## src/rtl/bcd_disp_pkg.sv

```systemverilog
// Shared types and constants for the keypad digit entry and 7-segment display path.
// Segment codes are active-low, bit order {g,f,e,d,c,b,a}.
package bcd_disp_pkg;

    localparam int NUM_DIGITS = 4;

    typedef enum logic [1:0] {
        IDLE      = 2'd0,
        PRESS_CHK = 2'd1,
        HELD      = 2'd2,
        REL_CHK   = 2'd3
    } deb_state_e;

    localparam logic [6:0] SEG_0     = 7'b1000000;
    localparam logic [6:0] SEG_1     = 7'b1111001;
    localparam logic [6:0] SEG_2     = 7'b0100100;
    localparam logic [6:0] SEG_3     = 7'b0110000;
    localparam logic [6:0] SEG_4     = 7'b0011001;
    localparam logic [6:0] SEG_5     = 7'b0010010;
    localparam logic [6:0] SEG_6     = 7'b0000010;
    localparam logic [6:0] SEG_7     = 7'b1111000;
    localparam logic [6:0] SEG_8     = 7'b0000000;
    localparam logic [6:0] SEG_9     = 7'b0010000;
    localparam logic [6:0] SEG_BLANK = 7'b1111111;

endpackage

```

## src/rtl/bcd_digit_entry_if.sv

```systemverilog
// Keypad-side inputs and entry/display outputs of the digit entry block.
// master drives the key inputs; slave is the entry block itself.
interface bcd_digit_entry_if;
    logic [3:0]  bcd_in;
    logic        key_valid;
    logic        clear;
    logic [15:0] digits_out;
    logic [2:0]  entry_count;
    logic        digit_strobe;
    logic        overflow;
    logic [6:0]  seg_n;
    logic [3:0]  an_n;

    modport master (
        output bcd_in, key_valid, clear,
        input  digits_out, entry_count, digit_strobe, overflow, seg_n, an_n
    );

    modport slave (
        input  bcd_in, key_valid, clear,
        output digits_out, entry_count, digit_strobe, overflow, seg_n, an_n
    );
endinterface

```

## src/rtl/bcd_to_seg7.sv

```systemverilog
// Combinational BCD to active-low 7-segment decoder; codes above 9 show blank.
// Zero latency, no flow control.
module bcd_to_seg7
    import bcd_disp_pkg::*;
(
    input  logic [3:0] bcd_i,
    output logic [6:0] seg_n_o
);

    always_comb begin
        seg_n_o = SEG_BLANK;
        case (bcd_i)
            4'd0:    seg_n_o = SEG_0;
            4'd1:    seg_n_o = SEG_1;
            4'd2:    seg_n_o = SEG_2;
            4'd3:    seg_n_o = SEG_3;
            4'd4:    seg_n_o = SEG_4;
            4'd5:    seg_n_o = SEG_5;
            4'd6:    seg_n_o = SEG_6;
            4'd7:    seg_n_o = SEG_7;
            4'd8:    seg_n_o = SEG_8;
            4'd9:    seg_n_o = SEG_9;
            default: seg_n_o = SEG_BLANK;
        endcase
    end

endmodule

```

## src/rtl/bcd_digit_entry.sv

```systemverilog
// Debounced keypad digit entry into a 4-digit shift register with a multiplexed 7-seg display.
// Key rise to strobe is 2 + DEBOUNCE_CYCLES + 1 cycles; no backpressure, one digit per press.
module bcd_digit_entry
    import bcd_disp_pkg::*;
#(
    parameter int DEBOUNCE_CYCLES = 500000,
    parameter int REFRESH_CYCLES  = 50000
) (
    input  logic             clk,
    input  logic             rst_n,
    bcd_digit_entry_if.slave bus
);

    localparam int DCW = $clog2(DEBOUNCE_CYCLES);
    localparam int RCW = $clog2(REFRESH_CYCLES);
    localparam logic [DCW-1:0] DEB_LAST = DCW'(DEBOUNCE_CYCLES - 1);
    localparam logic [RCW-1:0] REF_LAST = RCW'(REFRESH_CYCLES - 1);

    logic                  ks_meta_q;
    logic                  ks_q;
    deb_state_e            state_q;
    logic [DCW-1:0]        deb_cnt_q;
    logic                  capture;

    logic [4*NUM_DIGITS-1:0] digits_q, digits_d;
    logic [2:0]              count_q, count_d;
    logic                    ovf_q, ovf_d;
    logic                    strobe_q, strobe_d;

    logic [RCW-1:0]        ref_q, ref_d;
    logic [1:0]            sel_q, sel_d;
    logic [3:0]            nibble;
    logic [6:0]            seg_raw;
    logic [6:0]            seg_n_q, seg_n_d;
    logic [3:0]            an_n_q, an_n_d;

    // key_valid is asynchronous to clk; only ks_q may steer the FSM.
    always_ff @(posedge clk or negedge rst_n) begin
        if (!rst_n) begin
            ks_meta_q <= 1'b0;
            ks_q      <= 1'b0;
        end else begin
            ks_meta_q <= bus.key_valid;
            ks_q      <= ks_meta_q;
        end
    end

    always_ff @(posedge clk or negedge rst_n) begin
        if (!rst_n) begin
            state_q   <= IDLE;
            deb_cnt_q <= '0;
        end else begin
            case (state_q)
                IDLE: begin
                    if (ks_q) begin
                        state_q   <= PRESS_CHK;
                        deb_cnt_q <= '0;
                    end
                end
                PRESS_CHK: begin
                    if (!ks_q)
                        state_q <= IDLE;
                    else if (deb_cnt_q == DEB_LAST)
                        state_q <= HELD;
                    else
                        deb_cnt_q <= deb_cnt_q + DCW'(1);
                end
                HELD: begin
                    if (!ks_q) begin
                        state_q   <= REL_CHK;
                        deb_cnt_q <= '0;
                    end
                end
                REL_CHK: begin
                    if (ks_q)
                        state_q <= HELD;
                    else if (deb_cnt_q == DEB_LAST)
                        state_q <= IDLE;
                    else
                        deb_cnt_q <= deb_cnt_q + DCW'(1);
                end
                default: state_q <= IDLE;
            endcase
        end
    end

    // The only cycle in which a press is turned into a digit.
    assign capture = (state_q == PRESS_CHK) && ks_q && (deb_cnt_q == DEB_LAST);

    always_comb begin
        digits_d = digits_q;
        count_d  = count_q;
        ovf_d    = ovf_q;
        strobe_d = 1'b0;
        if (bus.clear) begin
            digits_d = '0;
            count_d  = '0;
            ovf_d    = 1'b0;
        end else if (capture && (bus.bcd_in <= 4'd9)) begin
            digits_d = {digits_q[4*NUM_DIGITS-5:0], bus.bcd_in};
            strobe_d = 1'b1;
            if (count_q == 3'(NUM_DIGITS))
                ovf_d = 1'b1;
            else
                count_d = count_q + 3'd1;
        end
    end

    always_ff @(posedge clk or negedge rst_n) begin
        if (!rst_n) begin
            digits_q <= '0;
            count_q  <= '0;
            ovf_q    <= 1'b0;
            strobe_q <= 1'b0;
        end else begin
            digits_q <= digits_d;
            count_q  <= count_d;
            ovf_q    <= ovf_d;
            strobe_q <= strobe_d;
        end
    end

    always_comb begin
        ref_d = ref_q + RCW'(1);
        sel_d = sel_q;
        if (ref_q == REF_LAST) begin
            ref_d = '0;
            sel_d = sel_q + 2'd1;
        end
    end

    // Decode from next-state values so anode, segments and digit contents change together.
    assign nibble = digits_d[{sel_d, 2'b00} +: 4];

    bcd_to_seg7 u_dec (
        .bcd_i   (nibble),
        .seg_n_o (seg_raw)
    );

    always_comb begin
        an_n_d  = ~(4'b0001 << sel_d);
        seg_n_d = ({1'b0, sel_d} >= count_d) ? SEG_BLANK : seg_raw;
    end

    always_ff @(posedge clk or negedge rst_n) begin
        if (!rst_n) begin
            ref_q   <= '0;
            sel_q   <= '0;
            seg_n_q <= SEG_BLANK;
            an_n_q  <= 4'b1110;
        end else begin
            ref_q   <= ref_d;
            sel_q   <= sel_d;
            seg_n_q <= seg_n_d;
            an_n_q  <= an_n_d;
        end
    end

    assign bus.digits_out   = digits_q;
    assign bus.entry_count  = count_q;
    assign bus.digit_strobe = strobe_q;
    assign bus.overflow     = ovf_q;
    assign bus.seg_n        = seg_n_q;
    assign bus.an_n         = an_n_q;

endmodule

```

## src/flat_wrapper.sv

```systemverilog
// flat-port wrapper written by rule: the top's interface ports become plain ports
module bcd_digit_entry_flat import bcd_disp_pkg::*;
#(
    parameter int DEBOUNCE_CYCLES = 500000,
    parameter int REFRESH_CYCLES  = 50000
)
  (clk, rst_n, bus_bcd_in, bus_key_valid, bus_clear, bus_digits_out, bus_entry_count, bus_digit_strobe, bus_overflow, bus_seg_n, bus_an_n);
  bcd_digit_entry_if bus_i ();
  input  logic clk;
  input  logic rst_n;
  input wire logic [$bits(bus_i.bcd_in)-1:0] bus_bcd_in;
  input wire logic [$bits(bus_i.key_valid)-1:0] bus_key_valid;
  input wire logic [$bits(bus_i.clear)-1:0] bus_clear;
  output wire logic [$bits(bus_i.digits_out)-1:0] bus_digits_out;
  output wire logic [$bits(bus_i.entry_count)-1:0] bus_entry_count;
  output wire logic [$bits(bus_i.digit_strobe)-1:0] bus_digit_strobe;
  output wire logic [$bits(bus_i.overflow)-1:0] bus_overflow;
  output wire logic [$bits(bus_i.seg_n)-1:0] bus_seg_n;
  output wire logic [$bits(bus_i.an_n)-1:0] bus_an_n;
  assign bus_i.bcd_in = bus_bcd_in;
  assign bus_i.key_valid = bus_key_valid;
  assign bus_i.clear = bus_clear;
  assign bus_digits_out = bus_i.digits_out;
  assign bus_entry_count = bus_i.entry_count;
  assign bus_digit_strobe = bus_i.digit_strobe;
  assign bus_overflow = bus_i.overflow;
  assign bus_seg_n = bus_i.seg_n;
  assign bus_an_n = bus_i.an_n;
  bcd_digit_entry #(.DEBOUNCE_CYCLES(DEBOUNCE_CYCLES), .REFRESH_CYCLES(REFRESH_CYCLES)) u_core (.clk(clk), .rst_n(rst_n), .bus(bus_i));
endmodule
```

## config.mk

```make
export PLATFORM = sky130hd
export DESIGN_NAME = bcd_digit_entry_flat
export DESIGN_NICKNAME = d
export VERILOG_FILES = /design/src/rtl/bcd_disp_pkg.sv /design/src/rtl/bcd_digit_entry_if.sv /design/src/rtl/bcd_to_seg7.sv /design/src/rtl/bcd_digit_entry.sv /design/src/flat_wrapper.sv
export SDC_FILE = /design/constraint.sdc
export NUM_CORES = 1
export LEC_CHECK = 0
export ABC_AREA = 1
export CORE_MARGIN = 2
export CORE_UTILIZATION = 57
export DETAILED_ROUTE_END_ITERATION = 8
export MAX_ROUTING_LAYER = met4
export PLACE_DENSITY_LB_ADDON = 0.08
export SETUP_SLACK_MARGIN = 0.05
export SLEW_MARGIN = 30
export SYNTH_ARGS = -nofsm -noshare
export SYNTH_HDL_FRONTEND = slang
export SYNTH_SLANG_ARGS = --single-unit
```

## constraint.sdc

```tcl
create_clock -name clk -period 3.2 [get_ports clk]
set_input_delay 0.8 -clock clk [delete_from_list [all_inputs] [get_ports clk]]
set_output_delay 0.8 -clock clk [all_outputs]
set_load 0.02 [all_outputs]
```

==> flow_metrics.py <==
metrics = {
    "sta": {
        "maxSlewViolCount": 0,
        "clock_skew_ns": 0.00865,
        "setup_violations": 0,
        "finalSetupTns_ns": 0,
        "post-route-period-util": 0.862,
        "relSlewSlack": 0.612,
        "whs_ns": 0.350,
        "min_period_ns": 2.76,
        "hold_viol_final": 0,
        "tightestPinTransition_ns": 0.582,
        "fmax_mhz": 362,
        "rsz0062_at_grt": "false",
    },
    "cts": {
        "cts_max_level": 3,
        "cts_buffer_depth": 2,
        "cts_hold_buffers": 0,
        "cts_tree": "built",
        "ctsResizeCount": 0,
        "clk_pin_slew_worst_paths_ns": 0.08,
        "cts_made_buffers": 9,
        "clock_latency_ns": 0.35,
        "ctsRootBufferMaster": "clkbuf_8",
        "cts.sinks": 73,
        "post_cts_buffers": 0,
    },
    "global_routing": {
        "grt_pass1_vias": 3200,
        "grt_max_degree": 74,
        "grt_pass1_wl_um": 14300,
        "grt_overflow": 0,
        "antenna_found_initial": 0,
        "grt_usage": 0.251,
    },
    "worst_setup_path": {
        "arrival_ns": 3.04,
        "slowest_delay_ns": 0.42,
        "crit_family": "compound AO/OA/AOI/OAI gates",
        "cp_max_fo": 6,
        "critPathBufInv": 2,
        "crit_chain": "clkdlybuf4s50_1, o21a_1, nor2_4, nand3_4, a21oi_2, inv_1, o21ai_0, a21oi_1, ha_1, o21ai_0, a21oi_2, a21oi_4, nand2_1",
        "cp-start-kind": "primary input",
        "crit_required_ns": 3.48,
        "slowest_stage": "clkdlybuf4s50_1",
        "endpoint_kind": "register",
        "crit_type": "primary input to register",
    },
    "layout": {
        "final_cell_mix": "nand2_1, dfrtp_1, inv_1, nand3_1, clkdlybuf4s50_1",
        "diodes": 0,
        "utilization": 0.714,
        "final_common_cell": "nand2_1",
        "drive_gt1_frac": 0.170,
        "final_nets": 533,
        "area_delta_synth_final_pct": 19.6,
    },
    "power": {
        "leakage_nw": 2.20,
        "peakVddDrop_v": 0.000310,
        "p_per_area_nw_per_um2": 418,
    },
    "die": {
        "rows": 29,
        "dieArea_um2": 7440,
        "initial_utilization": 0.597,
        "core_area_um2": 6460,
        "ioPinCount": 40,
        "fp.dieW_um": 86.3,
        "die_h_um": 86.3,
    },
    "synth": {
        "syn_area_um2": 3860,
        "ys_ff_latch": 73,
        "synthesis.instances": 466,
        "yosysUniqueCellTypes": 42,
        "yosys_warnings": 0,
        "synth_ff_type": "dfrtp_1",
        "synth-edff-count": 0,
        "syn_avg_cell_area_um2": 8.28,
        "synth_async_sr_flop_share": 1.00,
        "yosysSeqAreaShare": 0.477,
        "syn_nets": 485,
    },
    "place": {
        "hpwl_um": 6050,
        "gp_congestion": 0.837,
        "portBuffers": 39,
    },
    "routing": {
        "drc_errors": 0,
        "drtIter0Drc": 135,
        "wl_per_cell_um": 13.8,
        "via_per_inst": 5.43,
        "wirelength_um": 8250,
        "vias": 3236,
        "final_antenna_net_count": 0,
        "first_pass_iters": 4,
    },
    "outcome": {
        "status": "finished, final reports clean",
    },
    "min_path": {
        "hold_path.class": "register to register",
    },
    "run": {
        "maxCapViolations": 0,
    },
}
[power breakdown]
group	internal, mW	leakage, nW	switching (mW)
sequential	0.929	0.962	0.00541
combinational	0.0211	1.11	0.0484
clock	0.582	0.129	0.345
total	1.53	2.20	0.399
[cells by family (layout without fill, tap and decap cells)]
logic type / count (synthesis) / after routing / share of synthesized area
muxes: 1 / 1 / 0.00292
adders and majority gates: 11 / 11 / 0.0357
DFF: 73 / 73 / 0.477
buffers and inverters: 80 / 133 / 0.0820
and+or+nand+nor: 252 / 252 / 0.320
xor gates and xnor gates: 5 / 5 / 0.0114
AOI/OAI and AO/OA: 44 / 44 / 0.0717
[per-layer routing]
| metal | part of all wire | wire, µm | global-route usage | vias to the layer above |
|---|---|---|---|---|
| li1 | - | - | - | 1601 |
| met1 | 0.44 | 3650 | 0.312 | 1539 |
| met2 | 0.49 | 4020 | 0.402 | 75 |
| met3 | 0.041 | 337 | 0.0448 | 21 |
| met4 | 0.029 | 242 | 0.116 | 0 |
| met5 | 0 | 0 | - | - |
[cells in the mapped netlist, types with 2 or more instances]
library cell | number | area [µm²]
ha_1 | 11 | 138
nor4_1 | 4 | 25.0
nand2_1 | 104 | 390
a21oi_2 | 4 | 35.0
o21a_1 | 2 | 15.0
xor2_1 | 3 | 26.3
a21oi_1 | 11 | 55.1
nand3_1 | 38 | 190
nand4_1 | 14 | 87.6
nor2_4 | 3 | 33.8
xnor2_1 | 2 | 17.5
nand2_2 | 14 | 87.6
clkinv_1 | 2 | 7.51
a211oi_1 | 2 | 15.0
dfrtp_1 | 63 | 1580
dfstp_2 | 10 | 263
nor3b_1 | 3 | 22.5
nor3_1 | 14 | 70.1
o21ai_0 | 16 | 80.1
nor2_1 | 37 | 139
buf_2 | 4 | 20.0
inv_1 | 59 | 221
nand3_2 | 7 | 70.1
a31oi_1 | 2 | 12.5
nor2_2 | 10 | 62.6
inv_2 | 11 | 41.3
[registers in the layout, summed over array words and instances (netlist names), named ones only]
| register | cells |
|---|---|
| u_core.sel_q | 2 |
| u_core.ref_q | 16 |
| u_core.bus.an_n | 4 |
| u_core.bus.overflow | 1 |
| u_core.ks_meta_q | 1 |
| u_core.bus.entry_count | 3 |
| u_core.ks_q | 1 |
| u_core.bus.digit_strobe | 1 |
| u_core.bus.seg_n | 7 |
| u_core.bus.digits_out | 16 |
| u_core.deb_cnt_q | 19 |
| u_core.state_q | 1 |
[area by class of cell]
class | instances | area [µm²]
Clock buffer | 12 | 165
Timing Repair Buffer | 45 | 443
Inverter | 72 | 270
Tap cell | 77 | 96.3
Sequential cell | 73 | 1840
Multi-Input combinational cell | 313 | 1700
Clock inverter | 4 | 97.6
Fill cell | 499 | 1840
[final timing paths]
kind                       cells past startpoint                start                   endpoint  slack, ns
max                                           13        bus_bcd_in[1]        u_core.bus.seg_n[0]       0.44
min                                            0     u_core.ks_meta_q                u_core.ks_q       0.35
max reg2reg                                   12  u_core.deb_cnt_q[0]       u_core.deb_cnt_q[16]       0.54
min reg2reg                                    0     u_core.ks_meta_q                u_core.ks_q       0.35
max in group asynchronous                      2                rst_n         u_core.bus.an_n[2]       2.41
min in group asynchronous                      2                rst_n  u_core.bus.digits_out[10]       0.47
[worst register-to-register path, stage by stage, from the launching register on]
cell and delay, ns:
dfrtp_1 0.39, ha_1 0.20, nand3_1 0.16, inv_1 0.15
nand3_1 0.10, nor2_2 0.46, nand2_1 0.18, nand2_1 0.35
nor3_2 0.12, nand3_1 0.15, nor2_1 0.09, o21ai_0 0.14
nor2_1 0.05
[through the flow]
stage / setup WS, ns / std cells / total power [mW] / instance area [µm²]
6_report: 0.441 / 596 / 1.93 / 4610
5_1_grt: 0.251 / 596 / 2.00 / 4610
4_1_cts: 0.451 / 596 / 1.94 / 4610
3_5_place_dp: 0.0846 / 580 / 1.02 / 4350
3_3_place_gp: 0.173 / 580 / 1.02 / 4350
2_1_floorplan: 0.452 / 466 / 0.982 / 3860
Note: power is estimated with default switching activity, not from simulation.
